### src/rtl/vga_pkg.sv
// rtl/vga_pkg.sv - shared types, default raster timing and test-pattern colours for the VGA scanout
// Contents:
//   rgb_t        4:4:4 colour, {r,g,b}
//   *_DEF        default 640x480 timing (pixels / lines) and derived totals and sync windows
//   bar_color()  colour of one of the eight vertical test bars, left to right
package vga_pkg;

    typedef struct packed {
        logic [3:0] r;
        logic [3:0] g;
        logic [3:0] b;
    } rgb_t;

    localparam int H_ACTIVE_DEF = 640;
    localparam int H_FP_DEF     = 16;
    localparam int H_SYNC_DEF   = 96;
    localparam int H_BP_DEF     = 48;
    localparam int V_ACTIVE_DEF = 480;
    localparam int V_FP_DEF     = 10;
    localparam int V_SYNC_DEF   = 2;
    localparam int V_BP_DEF     = 33;

    localparam int H_TOTAL_DEF      = H_ACTIVE_DEF + H_FP_DEF + H_SYNC_DEF + H_BP_DEF;
    localparam int V_TOTAL_DEF      = V_ACTIVE_DEF + V_FP_DEF + V_SYNC_DEF + V_BP_DEF;
    localparam int H_SYNC_START_DEF = H_ACTIVE_DEF + H_FP_DEF;
    localparam int H_SYNC_END_DEF   = H_SYNC_START_DEF + H_SYNC_DEF;
    localparam int V_SYNC_START_DEF = V_ACTIVE_DEF + V_FP_DEF;
    localparam int V_SYNC_END_DEF   = V_SYNC_START_DEF + V_SYNC_DEF;

    function automatic rgb_t bar_color(input logic [2:0] idx);
        case (idx)
            3'd0:    return rgb_t'(12'hFFF);
            3'd1:    return rgb_t'(12'hFF0);
            3'd2:    return rgb_t'(12'h0FF);
            3'd3:    return rgb_t'(12'h0F0);
            3'd4:    return rgb_t'(12'hF0F);
            3'd5:    return rgb_t'(12'hF00);
            3'd6:    return rgb_t'(12'h00F);
            default: return rgb_t'(12'h000);
        endcase
    endfunction

endpackage

### src/rtl/vga_scanout_if.sv
// rtl/vga_scanout_if.sv - scan-coordinate / pixel-return link between the scanout and the sprite cluster
// Signals:
//   x, y   current scan coordinates (driven by the scanout, modport master)
//   pixel  colour returned for x/y, {r,g,b} (driven by the sprite cluster, modport slave)
interface vga_scanout_if #(
    parameter int INT_WIDTH   = 16,
    parameter int COLOR_WIDTH = 12
) ();
    logic [INT_WIDTH-1:0]   x;
    logic [INT_WIDTH-1:0]   y;
    logic [COLOR_WIDTH-1:0] pixel;

    modport master (output x, output y, input pixel);
    modport slave  (input x, input y, output pixel);
endinterface

### src/rtl/vga_timing.sv
// rtl/vga_timing.sv - pixel-clock divider, h/v raster counters and sync/active decode
// Ports:
//   clk, rst      system clock, synchronous active-high reset
//   tick          one clk per pixel period (div == CLK_DIV-1); raster state moves on it
//   capture       clk on which the returned pixel for the current h/v is valid
//   h, v          raster counters
//   active        h/v inside the visible area
//   hs_on, vs_on  h/v inside the sync window (polarity applied by the caller)
//   vblank_next   blanking state of the line that v will hold after this tick
//   wrap          tick on which h and v both return to 0
module vga_timing #(
    parameter int H_ACTIVE      = 640,
    parameter int H_FP          = 16,
    parameter int H_SYNC        = 96,
    parameter int H_BP          = 48,
    parameter int V_ACTIVE      = 480,
    parameter int V_FP          = 10,
    parameter int V_SYNC        = 2,
    parameter int V_BP          = 33,
    parameter int CLK_DIV       = 4,
    parameter int PIXEL_LATENCY = 1,
    parameter int INT_WIDTH     = 16
) (
    input  logic                 clk,
    input  logic                 rst,
    output logic                 tick,
    output logic                 capture,
    output logic [INT_WIDTH-1:0] h,
    output logic [INT_WIDTH-1:0] v,
    output logic                 active,
    output logic                 hs_on,
    output logic                 vs_on,
    output logic                 vblank_next,
    output logic                 wrap
);
    localparam int H_TOTAL = H_ACTIVE + H_FP + H_SYNC + H_BP;
    localparam int V_TOTAL = V_ACTIVE + V_FP + V_SYNC + V_BP;
    localparam int H_SS    = H_ACTIVE + H_FP;
    localparam int H_SE    = H_SS + H_SYNC;
    localparam int V_SS    = V_ACTIVE + V_FP;
    localparam int V_SE    = V_SS + V_SYNC;
    localparam int DIV_W   = $clog2(CLK_DIV);

    logic [DIV_W-1:0]     div;
    logic                 h_last;
    logic                 v_last;
    logic [INT_WIDTH-1:0] v_after;

    assign tick    = (div == DIV_W'(CLK_DIV - 1));
    assign capture = (div == DIV_W'(PIXEL_LATENCY - 1));
    assign h_last  = (h == INT_WIDTH'(H_TOTAL - 1));
    assign v_last  = (v == INT_WIDTH'(V_TOTAL - 1));
    assign wrap    = tick && h_last && v_last;

    assign active = (h < INT_WIDTH'(H_ACTIVE)) && (v < INT_WIDTH'(V_ACTIVE));
    assign hs_on  = (h >= INT_WIDTH'(H_SS)) && (h < INT_WIDTH'(H_SE));
    assign vs_on  = (v >= INT_WIDTH'(V_SS)) && (v < INT_WIDTH'(V_SE));

    // Line number v will hold once this tick has been applied, so vblank
    // can be registered in step with y.
    assign v_after     = !h_last ? v : (v_last ? '0 : v + INT_WIDTH'(1));
    assign vblank_next = (v_after >= INT_WIDTH'(V_ACTIVE));

    always_ff @(posedge clk) begin
        if (rst) begin
            div <= '0;
            h   <= '0;
            v   <= '0;
        end else begin
            div <= tick ? '0 : div + DIV_W'(1);
            if (tick) begin
                if (h_last) begin
                    h <= '0;
                    v <= v_last ? '0 : v + INT_WIDTH'(1);
                end else begin
                    h <= h + INT_WIDTH'(1);
                end
            end
        end
    end
endmodule

### src/rtl/vga_scanout.sv
// rtl/vga_scanout.sv - VGA raster generator and registered pixel/sync output stage
// Ports:
//   clk, rst             system clock, synchronous active-high reset
//   scan                 vga_scanout_if.master: x/y out to the sprite cluster, pixel back
//   test_en              selects the colour-bar test pattern (only with VGA_TEST_PATTERN_EN)
//   vga_r/g/b, hs, vs    registered VGA pins, one pixel period behind x/y
//   vblank               high while y >= V_ACTIVE
//   frame_start          one-clk pulse when the raster wraps to 0,0
//   frame_count          completed frames, wrapping
// Build option: define VGA_TEST_PATTERN_EN to include the eight-bar test pattern.
module vga_scanout
    import vga_pkg::*;
#(
    parameter int H_ACTIVE      = H_ACTIVE_DEF,
    parameter int H_FP          = H_FP_DEF,
    parameter int H_SYNC        = H_SYNC_DEF,
    parameter int H_BP          = H_BP_DEF,
    parameter int V_ACTIVE      = V_ACTIVE_DEF,
    parameter int V_FP          = V_FP_DEF,
    parameter int V_SYNC        = V_SYNC_DEF,
    parameter int V_BP          = V_BP_DEF,
    parameter int CLK_DIV       = 4,
    parameter int PIXEL_LATENCY = 1,
    parameter int INT_WIDTH     = 16,
    parameter bit SYNC_POL      = 1'b0
) (
    input  logic                 clk,
    input  logic                 rst,
    vga_scanout_if.master        scan,
    input  logic                 test_en,
    output logic [3:0]           vga_r,
    output logic [3:0]           vga_g,
    output logic [3:0]           vga_b,
    output logic                 vga_hs,
    output logic                 vga_vs,
    output logic                 vblank,
    output logic                 frame_start,
    output logic [INT_WIDTH-1:0] frame_count
);
    logic                 tick;
    logic                 capture;
    logic [INT_WIDTH-1:0] h;
    logic [INT_WIDTH-1:0] v;
    logic                 active;
    logic                 hs_on;
    logic                 vs_on;
    logic                 vblank_next;
    logic                 wrap;
    rgb_t                 src_pixel;
    rgb_t                 cap;

    vga_timing #(
        .H_ACTIVE(H_ACTIVE), .H_FP(H_FP), .H_SYNC(H_SYNC), .H_BP(H_BP),
        .V_ACTIVE(V_ACTIVE), .V_FP(V_FP), .V_SYNC(V_SYNC), .V_BP(V_BP),
        .CLK_DIV(CLK_DIV), .PIXEL_LATENCY(PIXEL_LATENCY), .INT_WIDTH(INT_WIDTH)
    ) u_timing (
        .clk(clk), .rst(rst), .tick(tick), .capture(capture), .h(h), .v(v),
        .active(active), .hs_on(hs_on), .vs_on(vs_on),
        .vblank_next(vblank_next), .wrap(wrap)
    );

    // h/v are already registers that move only on tick, so x/y track them directly.
    assign scan.x = h;
    assign scan.y = v;

`ifdef VGA_TEST_PATTERN_EN
    logic [INT_WIDTH-1:0] bar_q;
    logic [2:0]           bar_idx;

    // Beyond the visible width the bar index is clamped; those pixels are blanked anyway.
    assign bar_q     = h / INT_WIDTH'(H_ACTIVE / 8);
    assign bar_idx   = (bar_q > INT_WIDTH'(7)) ? 3'd7 : bar_q[2:0];
    assign src_pixel = test_en ? bar_color(bar_idx) : rgb_t'(scan.pixel);
`else
    logic unused_test_en;
    assign unused_test_en = test_en;
    assign src_pixel      = rgb_t'(scan.pixel);
`endif

    // Capture lands mid-period; the following tick then registers colour and
    // syncs from the same h/v, giving one pixel period of delay for all pins.
    always_ff @(posedge clk) begin
        if (rst) begin
            cap         <= '0;
            vga_r       <= '0;
            vga_g       <= '0;
            vga_b       <= '0;
            vga_hs      <= ~SYNC_POL;
            vga_vs      <= ~SYNC_POL;
            vblank      <= 1'b0;
            frame_start <= 1'b0;
            frame_count <= '0;
        end else begin
            if (capture) begin
                cap <= src_pixel;
            end
            if (tick) begin
                vga_r  <= active ? cap.r : 4'h0;
                vga_g  <= active ? cap.g : 4'h0;
                vga_b  <= active ? cap.b : 4'h0;
                vga_hs <= hs_on ? SYNC_POL : ~SYNC_POL;
                vga_vs <= vs_on ? SYNC_POL : ~SYNC_POL;
                vblank <= vblank_next;
            end
            frame_start <= wrap;
            if (wrap) begin
                frame_count <= frame_count + INT_WIDTH'(1);
            end
        end
    end
endmodule

### src/flat_wrapper.sv
// flat-port wrapper written by rule: the top's interface ports become plain ports
module vga_scanout_flat import vga_pkg::*;
#(
    parameter int H_ACTIVE      = H_ACTIVE_DEF,
    parameter int H_FP          = H_FP_DEF,
    parameter int H_SYNC        = H_SYNC_DEF,
    parameter int H_BP          = H_BP_DEF,
    parameter int V_ACTIVE      = V_ACTIVE_DEF,
    parameter int V_FP          = V_FP_DEF,
    parameter int V_SYNC        = V_SYNC_DEF,
    parameter int V_BP          = V_BP_DEF,
    parameter int CLK_DIV       = 4,
    parameter int PIXEL_LATENCY = 1,
    parameter int INT_WIDTH     = 16,
    parameter bit SYNC_POL      = 1'b0
)
  (clk, rst, test_en, vga_r, vga_g, vga_b, vga_hs, vga_vs, vblank, frame_start, frame_count, scan_x, scan_y, scan_pixel);
  vga_scanout_if #(.INT_WIDTH(INT_WIDTH), .COLOR_WIDTH(12)) scan_i ();
  input  logic clk;
  input  logic rst;
  input  logic test_en;
  output logic [3:0] vga_r;
  output logic [3:0] vga_g;
  output logic [3:0] vga_b;
  output logic vga_hs;
  output logic vga_vs;
  output logic vblank;
  output logic frame_start;
  output logic [INT_WIDTH-1:0] frame_count;
  output wire logic [$bits(scan_i.x)-1:0] scan_x;
  output wire logic [$bits(scan_i.y)-1:0] scan_y;
  input wire logic [$bits(scan_i.pixel)-1:0] scan_pixel;
  assign scan_x = scan_i.x;
  assign scan_y = scan_i.y;
  assign scan_i.pixel = scan_pixel;
  vga_scanout #(.H_ACTIVE(H_ACTIVE), .H_FP(H_FP), .H_SYNC(H_SYNC), .H_BP(H_BP), .V_ACTIVE(V_ACTIVE), .V_FP(V_FP), .V_SYNC(V_SYNC), .V_BP(V_BP), .CLK_DIV(CLK_DIV), .PIXEL_LATENCY(PIXEL_LATENCY), .INT_WIDTH(INT_WIDTH), .SYNC_POL(SYNC_POL)) u_core (.clk(clk), .rst(rst), .scan(scan_i), .test_en(test_en), .vga_r(vga_r), .vga_g(vga_g), .vga_b(vga_b), .vga_hs(vga_hs), .vga_vs(vga_vs), .vblank(vblank), .frame_start(frame_start), .frame_count(frame_count));
endmodule
### config.mk
export PLATFORM = sky130hd
export DESIGN_NAME = vga_scanout_flat
export DESIGN_NICKNAME = d
export VERILOG_FILES = /design/src/rtl/vga_pkg.sv /design/src/rtl/vga_scanout_if.sv /design/src/rtl/vga_timing.sv /design/src/rtl/vga_scanout.sv /design/src/flat_wrapper.sv
export SDC_FILE = /design/constraint.sdc
export NUM_CORES = 1
export LEC_CHECK = 0
export CAP_MARGIN = 20
export CORE_AREA = 2 2 86 88
export DETAILED_ROUTE_END_ITERATION = 16
export DIE_AREA = 0 0 88 90
export PLACE_DENSITY_LB_ADDON = 0.3
export SLEW_MARGIN = 30
export SYNTH_ARGS = -nofsm -noshare
export SYNTH_HDL_FRONTEND = slang
export SYNTH_SLANG_ARGS = --single-unit
### constraint.sdc
create_clock -name clk -period 4.8 [get_ports clk]
set_input_delay 1.2 -clock clk [delete_from_list [all_inputs] [get_ports clk]]
set_output_delay 1.2 -clock clk [all_outputs]
set_load 0.05 [all_outputs]
==> out/metrics.cfg <==
[worst_setup_path]
start_kind=flip-flop
endpoint_kind=primary output
rr_endpoint=u_core.frame_count[7]
cp_cell_sequence=clkdlybuf4s50_1
critPathTopFamily=buffers and inverters
crit_slowest_cell=clkdlybuf4s50_1
r2r_start=u_core.u_timing.v[11]
arrival_ns=1.84
r2r_slack_ns=1.79
required_ns=3.60
worstRegToRegCells=5
max_stage_delay_ns=0.89
cp.buffers_inverters=1
worstSetupPathType=reg -> out
crit_fanout=13

[clock_tree]
post_cts_buffers=0
htree_levels=3
cts_root_buf=clkbuf_8
path_clk_slew_ns=0.08
cts.sinks=78
insertion_delay_ns=0.36
clock_path_buffers=2
cts_tree=done
holdBufCountCts=0
cts-buffers-inserted=9
cts_resized=0

[sta]
slew_headroom_pct=43.3
hold_viol=0
fmax_mhz=329
slew_violations=0
worstMarginPinSlew_ns=0.848
fin_crit_sh_pct=63.2
period_minus_slack_ns=3.04
setup_viol=0
fin_hold_ws_ns=0.462
rsz0062_at_grt=no
timing.setup.tns_ns=0
finalClockSkew_ns=0.0119

[power]
p_leak_nw=1.60
ir_drop_v=0.000184
power.switching_w=0.000336
clock_power_share_pct=39.9
p_sw_share_pct=26.1
power_density_nw_per_um2=271
seq_power_share_pct=52.4
intPower_w=0.000953
comb_power_share_pct=7.8

[outcome]
status=completed

[global_route]
grt_antenna_before_repair=0
grt_usage_pct=24.1
first_global_vias=3237
grt_start_max_net_pins=54
grt_pass1_wl_mm=15.4
grt.overflow.total=0

[final_layout]
drive_gt1_share_pct=5.58
diodes=0
syn_to_final_growth_pct=27.9
fillCellCount=636
post-route-util_pct=67.7
fin_nets=519

[route]
drt-pass1-iter-count=5
wl_mm=9.14
vias=3490
drt_iter0_drc=274
ant_nets=0
drc_errors=0
post_drt_wl_per_cell_um=15.2
viasPerCell=5.81

[logic_synthesis]
ys_async_sr_fraction_pct=0
synth_top_cell_by_area=dfxtp_1
synthTopCellsByCount=dfxtp_1, nor2_1, a21oi_1
synthTopCellsByArea=dfxtp_1, nor2_1, mux2i_1, a21oi_1, nand4_1
ys_types=46
synthCells=430
synth.most_common_cell=dfxtp_1
ys_warn_count=0
synth_edf_count=0
synth_ff_type=dfxtp_1
yosysSeqAreaShare_pct=42.0
ys_ff_latch=78
synth_nets=452
avgSynthCellArea_sq_um=8.64
synth_top_cell_area_share_pct=42.0
netlist_area_sq_um=3710

[placed_design]
dpl.hpwl_mm=6.25
io_buffers=77
gp_congestion=0.926

[hold_path]
min_path_cells=1
min_path_type=reg -> reg
hp-start=u_core.u_timing.div[0]
whs_endpoint=u_core.u_timing.div[0]

[floorplanning]
rows=31
ioPinCount=79
die_height_um=90
initial_utilization_pct=52.9
die_area_sq_um=7920
die_w_um=88
core_area_sq_um=7020

[flow_run]
cap_viol_max_count=0

through the flow:
stage	total power (W)	cells	instance area, sq um	setup slack (ns)
after floorplan	0.000757	430	3710	2.02
after global placement	0.000787	585	4540	1.96
after detailed placement	0.000790	585	4550	1.88
after CTS	0.00130	601	4750	1.76
after global routing	0.00133	601	4750	1.57
final	0.00129	601	4750	1.76
logic make-up after synthesis:
kind of cell / synth area share, %
compound gates: 12.5
fa+ha+maj: 2.36
mux: 4.34
buf+inv: 4.14
simple gates: 29.4
xor+xnor: 5.19
flops: 42.0
registers in the layout, indices dropped and copies added (netlist names):
name                 cells
u_core.vga_hs            1
u_core.u_timing.div      2
u_core.vga_g             4
u_core.vga_vs            1
u_core.vga_r             4
u_core.u_timing.v       16
u_core.vblank            1
u_core.u_timing.h       16
u_core.vga_b             4
u_core.frame_count      16
u_core.frame_start       1
u_core.cap              12
area by class of cell:
type | count | area [sq um] | share of cell area (%)
well taps | 99 | 124 | 2.61
multi-input cells | 311 | 2010 | 42.4
clock buffers | 9 | 124 | 2.61
flip-flops and latches | 78 | 1560 | 32.9
inverters | 18 | 67.6 | 1.42
clock inverters | 7 | 80.1 | 1.69
repair buffers | 79 | 781 | 16.4
power groups by stage:
stage	clock network, W	registers [W]	logic, W
floorplan	0	0.000700	0.0000570
global placement	0	0.000689	0.0000980
detailed placement	0	0.000690	0.000100
CTS	0.000523	0.000675	0.000101
global route	0.000548	0.000677	0.000109
finish	0.000514	0.000675	0.000100
layout by cell type, fill, tap and decap left out, types with 5 or more instances in the layout:
cell and n:
nand2_1 23, or4_1 13, clkdlybuf4s50_1 76, ha_1 7
dfxtp_1 78, inv_1 18, nor3_1 13, o21ai_0 15
nor4_1 10, or3_1 14, clkbuf_8 9, nand3_1 12
nor2_1 51, xnor2_1 8, a22o_1 12, and4_1 6
a21oi_1 27, xor2_1 14, and2_1 5, mux2i_1 15
o31ai_1 8, nand4_1 21
worst max path at each step:
| stage | end | depth (start not counted) | slack [ns] | startpoint |
|---|---|---|---|---|
| after floorplan | u_core.u_timing.v[12] | 7 | 2.02 | u_core.u_timing.h[0] |
| after global placement | u_core.frame_count[7] | 5 | 1.96 | u_core.u_timing.v[11] |
| after detailed placement | u_core.frame_count[7] | 5 | 1.88 | u_core.u_timing.v[11] |
| after CTS | scan_y[11] | 1 | 1.76 | u_core.u_timing.v[11] |
| after global routing | u_core.frame_count[7] | 5 | 1.57 | u_core.u_timing.v[11] |
| final | scan_y[11] | 1 | 1.76 | u_core.u_timing.v[11] |
layer usage:
metal / vias to the layer above / global-route usage, % / part of all wire, %
li1: 1698 / - / -
met1: 1622 / 32.0 / 44
met2: 144 / 37.8 / 47
met3: 26 / 4.87 / 6.3
met4: 0 / 9.87 / 2.6
met5: - / 0 / 0
Note: power is estimated with default switching activity, not from simulation.
